File: src/rtl/pipeline_hazard_unit.sv
// Stall/flush control for the 5-stage MIPS pipeline: load-use, ID-stage branch operands,
// and HI/LO access while the multi-cycle mul/div unit is still computing.
module pipeline_hazard_unit #(
  parameter int unsigned MULDIV_CYCLES = 32,
  parameter int unsigned CNT_W         = 32
) (
  input  logic             clk,
  input  logic             rst_n,
  input  logic [4:0]       ID_rs,
  input  logic [4:0]       ID_rt,
  input  logic             ID_UsesRs,
  input  logic             ID_UsesRt,
  input  logic [2:0]       BranchType,
  input  logic [1:0]       ID_PCSrc,
  input  logic             ID_ReadHiLo,
  input  logic             ID_MulDiv,
  input  logic [4:0]       EX_Rw,
  input  logic             EX_RegWrite,
  input  logic             EX_MemRead,
  input  logic [4:0]       MEM_Rw,
  input  logic             MEM_MemRead,
  input  logic             EX_MulDivStart,
  output logic             PC_Write,
  output logic             IF_ID_Write,
  output logic             IF_ID_Flush,
  output logic             ID_EX_Flush,
  output logic             MulDivBusy,
  output logic [CNT_W-1:0] StallCycles
);

  localparam int unsigned MdW = 8;
  localparam logic [MdW-1:0] MdReload = MdW'(MULDIV_CYCLES - 1);

  logic [MdW-1:0]   r_md_cnt;
  logic [MdW-1:0]   w_md_cnt_d;
  logic             r_md_busy;
  logic [CNT_W-1:0] r_stall_cnt;
  logic [CNT_W-1:0] w_stall_cnt_d;

  logic w_match_ex_rs;
  logic w_match_ex_rt;
  logic w_match_mem_rs;
  logic w_match_mem_rt;
  logic w_br_id;
  logic w_load_stall;
  logic w_br_stall;
  logic w_md_stall;
  logic w_stall;

  // EX_RegWrite is accepted but unused: ALU results in EX/MEM are always forwarded.
  logic w_unused;
  assign w_unused = EX_RegWrite;

  // Register 0 is hardwired to zero, so it never carries a true dependence.
  always_comb begin
    w_match_ex_rs  = ID_UsesRs && (ID_rs == EX_Rw)  && (EX_Rw  != 5'd0);
    w_match_ex_rt  = ID_UsesRt && (ID_rt == EX_Rw)  && (EX_Rw  != 5'd0);
    w_match_mem_rs = ID_UsesRs && (ID_rs == MEM_Rw) && (MEM_Rw != 5'd0);
    w_match_mem_rt = ID_UsesRt && (ID_rt == MEM_Rw) && (MEM_Rw != 5'd0);
  end

  always_comb begin
    w_br_id      = (BranchType != 3'd0) || (ID_PCSrc == 2'b11);
    w_load_stall = EX_MemRead && (w_match_ex_rs || w_match_ex_rt);
    w_br_stall   = w_br_id &&
                   ((EX_MemRead  && (w_match_ex_rs  || w_match_ex_rt)) ||
                    (MEM_MemRead && (w_match_mem_rs || w_match_mem_rt)));
    w_md_stall   = r_md_busy && (ID_ReadHiLo || ID_MulDiv);
    w_stall      = w_load_stall || w_br_stall || w_md_stall;
  end

  // Stall wins over the redirect flush: the branch outcome is bogus while operands pend.
  always_comb begin
    PC_Write    = 1'b1;
    IF_ID_Write = 1'b1;
    IF_ID_Flush = 1'b0;
    ID_EX_Flush = 1'b0;
    if (w_stall) begin
      PC_Write    = 1'b0;
      IF_ID_Write = 1'b0;
      ID_EX_Flush = 1'b1;
    end else if (ID_PCSrc != 2'b00) begin
      IF_ID_Flush = 1'b1;
    end
  end

  always_comb begin
    w_md_cnt_d = r_md_cnt;
    if (EX_MulDivStart) begin
      w_md_cnt_d = MdReload;
    end else if (r_md_cnt != '0) begin
      w_md_cnt_d = r_md_cnt - MdW'(1);
    end
  end

  always_comb begin
    w_stall_cnt_d = r_stall_cnt;
    if (w_stall && (r_stall_cnt != '1)) begin
      w_stall_cnt_d = r_stall_cnt + CNT_W'(1);
    end
  end

  always_ff @(posedge clk or negedge rst_n) begin
    if (!rst_n) begin
      r_md_cnt    <= '0;
      r_md_busy   <= 1'b0;
      r_stall_cnt <= '0;
    end else begin
      r_md_cnt    <= w_md_cnt_d;
      r_md_busy   <= (w_md_cnt_d != '0);
      r_stall_cnt <= w_stall_cnt_d;
    end
  end

  assign MulDivBusy  = r_md_busy;
  assign StallCycles = r_stall_cnt;

endmodule

File: config.mk
export PLATFORM = sky130hd
export DESIGN_NAME = pipeline_hazard_unit
export DESIGN_NICKNAME = d
export VERILOG_FILES = /design/src/rtl/pipeline_hazard_unit.sv
export SDC_FILE = /design/constraint.sdc
export NUM_CORES = 1
export LEC_CHECK = 0
export CORE_MARGIN = 4
export CORE_UTILIZATION = 51
export CTS_CLUSTER_DIAMETER = 50
export CTS_CLUSTER_SIZE = 20
export DETAILED_ROUTE_END_ITERATION = 10
export PLACE_DENSITY = 0.84
export SKIP_CTS_REPAIR_TIMING = 1
export SKIP_LAST_GASP = 1
export SYNTH_ARGS = -nofsm -noshare
export SYNTH_HDL_FRONTEND = slang
export SYNTH_SLANG_ARGS = --single-unit
File: constraint.sdc
create_clock -name clk -period 5.8 [get_ports clk]
set_input_delay 1.16 -clock clk [delete_from_list [all_inputs] [get_ports clk]]
set_output_delay 1.16 -clock clk [all_outputs]
set_load 0.005 [all_outputs]
# == After elaboration in Yosys (flattened, before gate mapping) ==
# Cells that the tools add are included.
# op_classes
add_sub_neg,2
n_eq_ne,6
mux,6
reduce_logical,26
# ops
cell,count
32-bit by 1-bit adder with 32-bit output (second input constant),1
32-bit inequality test (second input constant),1
5-bit == test,4
8-bit 2-to-1 mux,2
8-bit nonzero test,2
1-bit logical AND,13
5-bit nonzero test,2
8-bit by 1-bit subtractor with 8-bit output (second input constant),1
1-bit logical OR,7
1-bit 2-to-1 mux,4
3-bit nonzero test,1
2-bit == test (second input constant),1
2-bit nonzero test,1
# totals
ff_bits,41
in_bits,35
output_inout_bits,37
wordCells,43

# == Longest topological paths before layout ==
# depth
depth_word,10
mapped_depth,8
depth_no_buf,8

# == Least setup slack after synthesis ==
# Ideal clock, no wire load.
# synth_path
path_type,input -> output
from,in MEM_Rw[1]
to,out IF_ID_Flush
t_arrival_ns,2.842
required_time_ns,4.640
slack_ns,1.798
path_stages,7
path_buffers,1
cell_sequence,or4_1 nor2_1 nor3b_1 a221oi_2 clkbuf_1 inv_1 nor2_1
# synth_via
elab_chain_cells,10
word_cells_on_any_way,14
cone_classes,eq/ne (2); mux (1); reduce/logical (11)
# synth_rtl
element,line,source
from (decl),20,"input logic [4:0] MEM_Rw,"
"5-bit == test, on equally long branches","58, 59",
"1-bit logical AND, on equally long branches (2 in series)","58, 59",
1-bit logical OR *,67,(MEM_MemRead && (w_match_mem_rs || w_match_mem_rt)));
1-bit logical AND *,67,
1-bit logical OR *,66,((EX_MemRead && (w_match_ex_rs || w_match_ex_rt)) ||
1-bit logical AND *,65,w_br_stall = w_br_id &&
1-bit logical OR * (2 in series),69,w_stall = w_load_stall || w_br_stall || w_md_stall;
1-bit 2-to-1 mux *,78,if (w_stall) begin
to (decl),25,"output logic IF_ID_Flush,"
# Every way passes the cells marked *; elsewhere a longest branch is shown, timed or not.

# == Final worst setup path ==
# layout_path
from,in MEM_Rw[2]
to,out PC_Write
# layout_via
elab_chain_cells,10
word_cells_on_any_way,14
cone_classes,eq/ne (2); mux (1); reduce/logical (11)
# layout_rtl
element,line,source
"5-bit == test, on equally long branches","58, 59",
"1-bit logical AND, on equally long branches (2 in series)","58, 59",
1-bit logical OR *,67,
1-bit logical AND *,67,
1-bit logical OR *,66,
1-bit logical AND *,65,
1-bit logical OR * (2 in series),69,
1-bit 2-to-1 mux *,78,
to (decl),23,"output logic PC_Write,"
# Marks and branches as above.

==> flow_summary.ini <==
[synthesis]
synthFlopType = dfrtp_1
avgSynthCellArea_sq_um = 9.95
synth_nets = 283
ys_async_sr_fraction_pct = 100
yosysSeqAreaShare_pct = 42.1
ys_seq_elements = 41
synth_edf_count = 0
yosys_warnings = 0
syn_area_sq_um = 2440
ys_types = 44
netlist_instances = 245

[grt]
overflow = 0
busiest_layer = met2
use_met2_pct = 35.4
grt_max_degree = 42
grt_pass1_vias = 2185
grtUsageMet3_pct = 5.62
use_met1_pct = 27.5
grt_usage_pct = 21.6
grt_first_pass_wirelength_um = 10500
antenna_found_initial = 0

[sta]
hold-worst-slack_ns = 0.503
finalSetupViolCount = 0
fin_ws_ns = 1.11
fin_skew_ns = 0.00861
fmax_mhz = 213
maxSlewHeadroom_pct = 40.2
rsz0062_at_grt = false
min_period_ns = 4.69
worstMarginPinSlew_ns = 0.897
final.setup.tns_ns = 0
fin_crit_sh_pct = 80.9
slew_violations = 0
hold_viol = 0

[outcome]
status = completed

[job]
maxCapViolCount = 0

[setup_path]
path_class = in -> out
cpMostUsedCell = clkdlybuf4s50_1
crit_family = buffers and inverters
critPathArrivalTime_ns = 3.53
cp.required_ns = 4.64
rr_startpoint = StallCycles[4]$_DFFE_PN0P_
start_kind = input pin
crit_buf_inv = 3
cp_cell_sequence = clkdlybuf4s50_1 -> or4_1 -> nor2_1 -> nor3b_1 -> a221oi_4 -> buf_4 -> clkdlybuf4s50_1
ff2ff_setup_slack_ns = 3.17
critPathMaxStageDelay_ns = 0.55
worstPathMaxFanout = 23
crit_cells = 7
critPathCaptureType = output port
cp_slowest_cell = clkdlybuf4s50_1
r2r_end = StallCycles[1]$_DFFE_PN0P_
crit_end = PC_Write
worst_r2r_path_depth = 6
startpoint = MEM_Rw[2]

[floorplanning]
fp.dieW_um = 77.1
rows = 24
start_util_pct = 54.5
die_y_um = 77.1
io_pins = 72
dieArea_sq_um = 5950
fp.coreArea_sq_um = 4470

[hold_path]
min_path_cells = 1
hp-class = reg -> reg

[layout]
areaGrowthSynthToFinish_pct = 34.0
finish.instance_area_sq_um = 3270
fillers = 343
mostFrequentLayoutCell = clkdlybuf4s50_1
post_route_cells_drive_above_1_share_pct = 6.71
nNetsFinal = 351
diodes = 0
final_util_pct = 73.0
layout_common_cells = 69 x clkdlybuf4s50_1, 41 x dfrtp_1, 29 x xor2_1, 26 x xnor2_1

[placed_design]
dp_hpwl_um = 4480
numPortBuffers = 70
pre_cts_ws_ns = 1.10
routabilityCongestion = 0.843
placed_cell_area_sq_um = 3160

[power]
p_leak_uw = 0.00141
combPwrFrac_pct = 27.1
internal_power_uw = 571
switching_share_pct = 29.0
p_sw_uw = 233
peakVddDrop_mv = 0.174
p_seq_share_pct = 45.7
power_density_nw_per_um2 = 246
pwr-share-clk_pct = 27.2

[drt]
dr.pass1.iters = 4
wl_per_cell_um = 16.7
vias = 2131
wirelength_um = 6100
via_per_inst = 5.84
drt-initial-drc-count = 138
ant_nets = 0
route.detailed.drc = 0

[cts]
clock_path_buffers = 2
cts_tree = done
clock_latency_ns = 0.29
cts.clk_slew.worst_paths_ns = 0.08
cts_sinks = 41
cts-root-buf = clkbuf_8
cts_inserted_buffers = 5
htree_levels = 2
==> flip-flops by register name, summed over array words and instances (netlist names) <==
register	count
StallCycles	32
MulDivBusy	1
r_md_cnt	8
==> power by group through the flow <==
stage / registers [uW] / logic, uW / clock network [uW]
after floorplan: 360 / 103 / 0
final: 368 / 217 / 219
after global routing: 375 / 237 / 235
after CTS: 367 / 220 / 223
after detailed placement: 372 / 217 / 0
after global placement: 370 / 211 / 0
==> logic make-up after synthesis <==
group                      after synthesis  synth area share [%]
and+or+nand+nor                        110                  26.8
xor gates and xnor gates                55                  19.8
DFF                                     41                  42.1
buffers and inverters                   18                  3.64
adders and majority gates                3                  1.54
muxes                                    3                  1.49
AOI/OAI and AO/OA                       15                  4.67
==> layer usage <==
layer	routed length [um]	vias to the layer above	part of all wire, %
li1	-	1011	-
met1	2660	1015	44
met2	2910	97	48
met3	448	8	7.3
met4	81	0	1.3
met5	0	-	0
==> cell type report <==
cell class	instances	area (sq um)	share of cell area [%]
Clock inverter	2	35.0	1.07
Timing Repair Buffer	72	711	21.8
Multi-Input combinational cell	186	1330	40.8
Inverter	7	26.3	0.805
Sequential cell	41	1030	31.4
Clock buffer	5	68.8	2.11
Tap cell	52	65.1	1.99
==> worst min path at each step <==
stage	start	to	slack (ns)
global route	StallCycles[14]$_DFFE_PN0P_	StallCycles[14]$_DFFE_PN0P_	0.54
floorplan	StallCycles[21]$_DFFE_PN0P_	StallCycles[21]$_DFFE_PN0P_	0.48
CTS	StallCycles[17]$_DFFE_PN0P_	StallCycles[17]$_DFFE_PN0P_	0.50
global placement	StallCycles[21]$_DFFE_PN0P_	StallCycles[21]$_DFFE_PN0P_	0.47
detailed placement	StallCycles[17]$_DFFE_PN0P_	StallCycles[17]$_DFFE_PN0P_	0.49
finish	StallCycles[17]$_DFFE_PN0P_	StallCycles[17]$_DFFE_PN0P_	0.50
==> cell usage after synthesis, types with 2 or more instances <==
cell      number  area, sq um
xnor2_1       26          228
buf_2          2         10.0
a31oi_1        2         12.5
o21ai_0        2         10.0
nand2_1       15         56.3
ha_1           3         37.5
nand3_1       12         60.1
xor2_1        29          254
o21a_1         2         15.0
nor2_1         9         33.8
nor3b_1        2         15.0
nand4_1       12         75.1
nor4_1        15         93.8
and4_1         2         17.5
inv_1          7         26.3
nor4b_1        4         35.0
o22ai_1        2         12.5
nand2b_1       3         18.8
buf_6          2         22.5
or4_1          5         37.5
clkbuf_1       5         18.8
or3_1          2         12.5
nor3_1        15         75.1
and3_1         5         31.3
dfrtp_1       41         1030
o21bai_1       3         22.5
==> per-stage QoR <==
step | total power, uW | cells
4_1_cts | 809 | 365
6_report | 804 | 365
3_3_place_gp | 581 | 358
3_5_place_dp | 589 | 358
2_1_floorplan | 463 | 245
5_1_grt | 847 | 365
(Power assumes the default switching activity.)
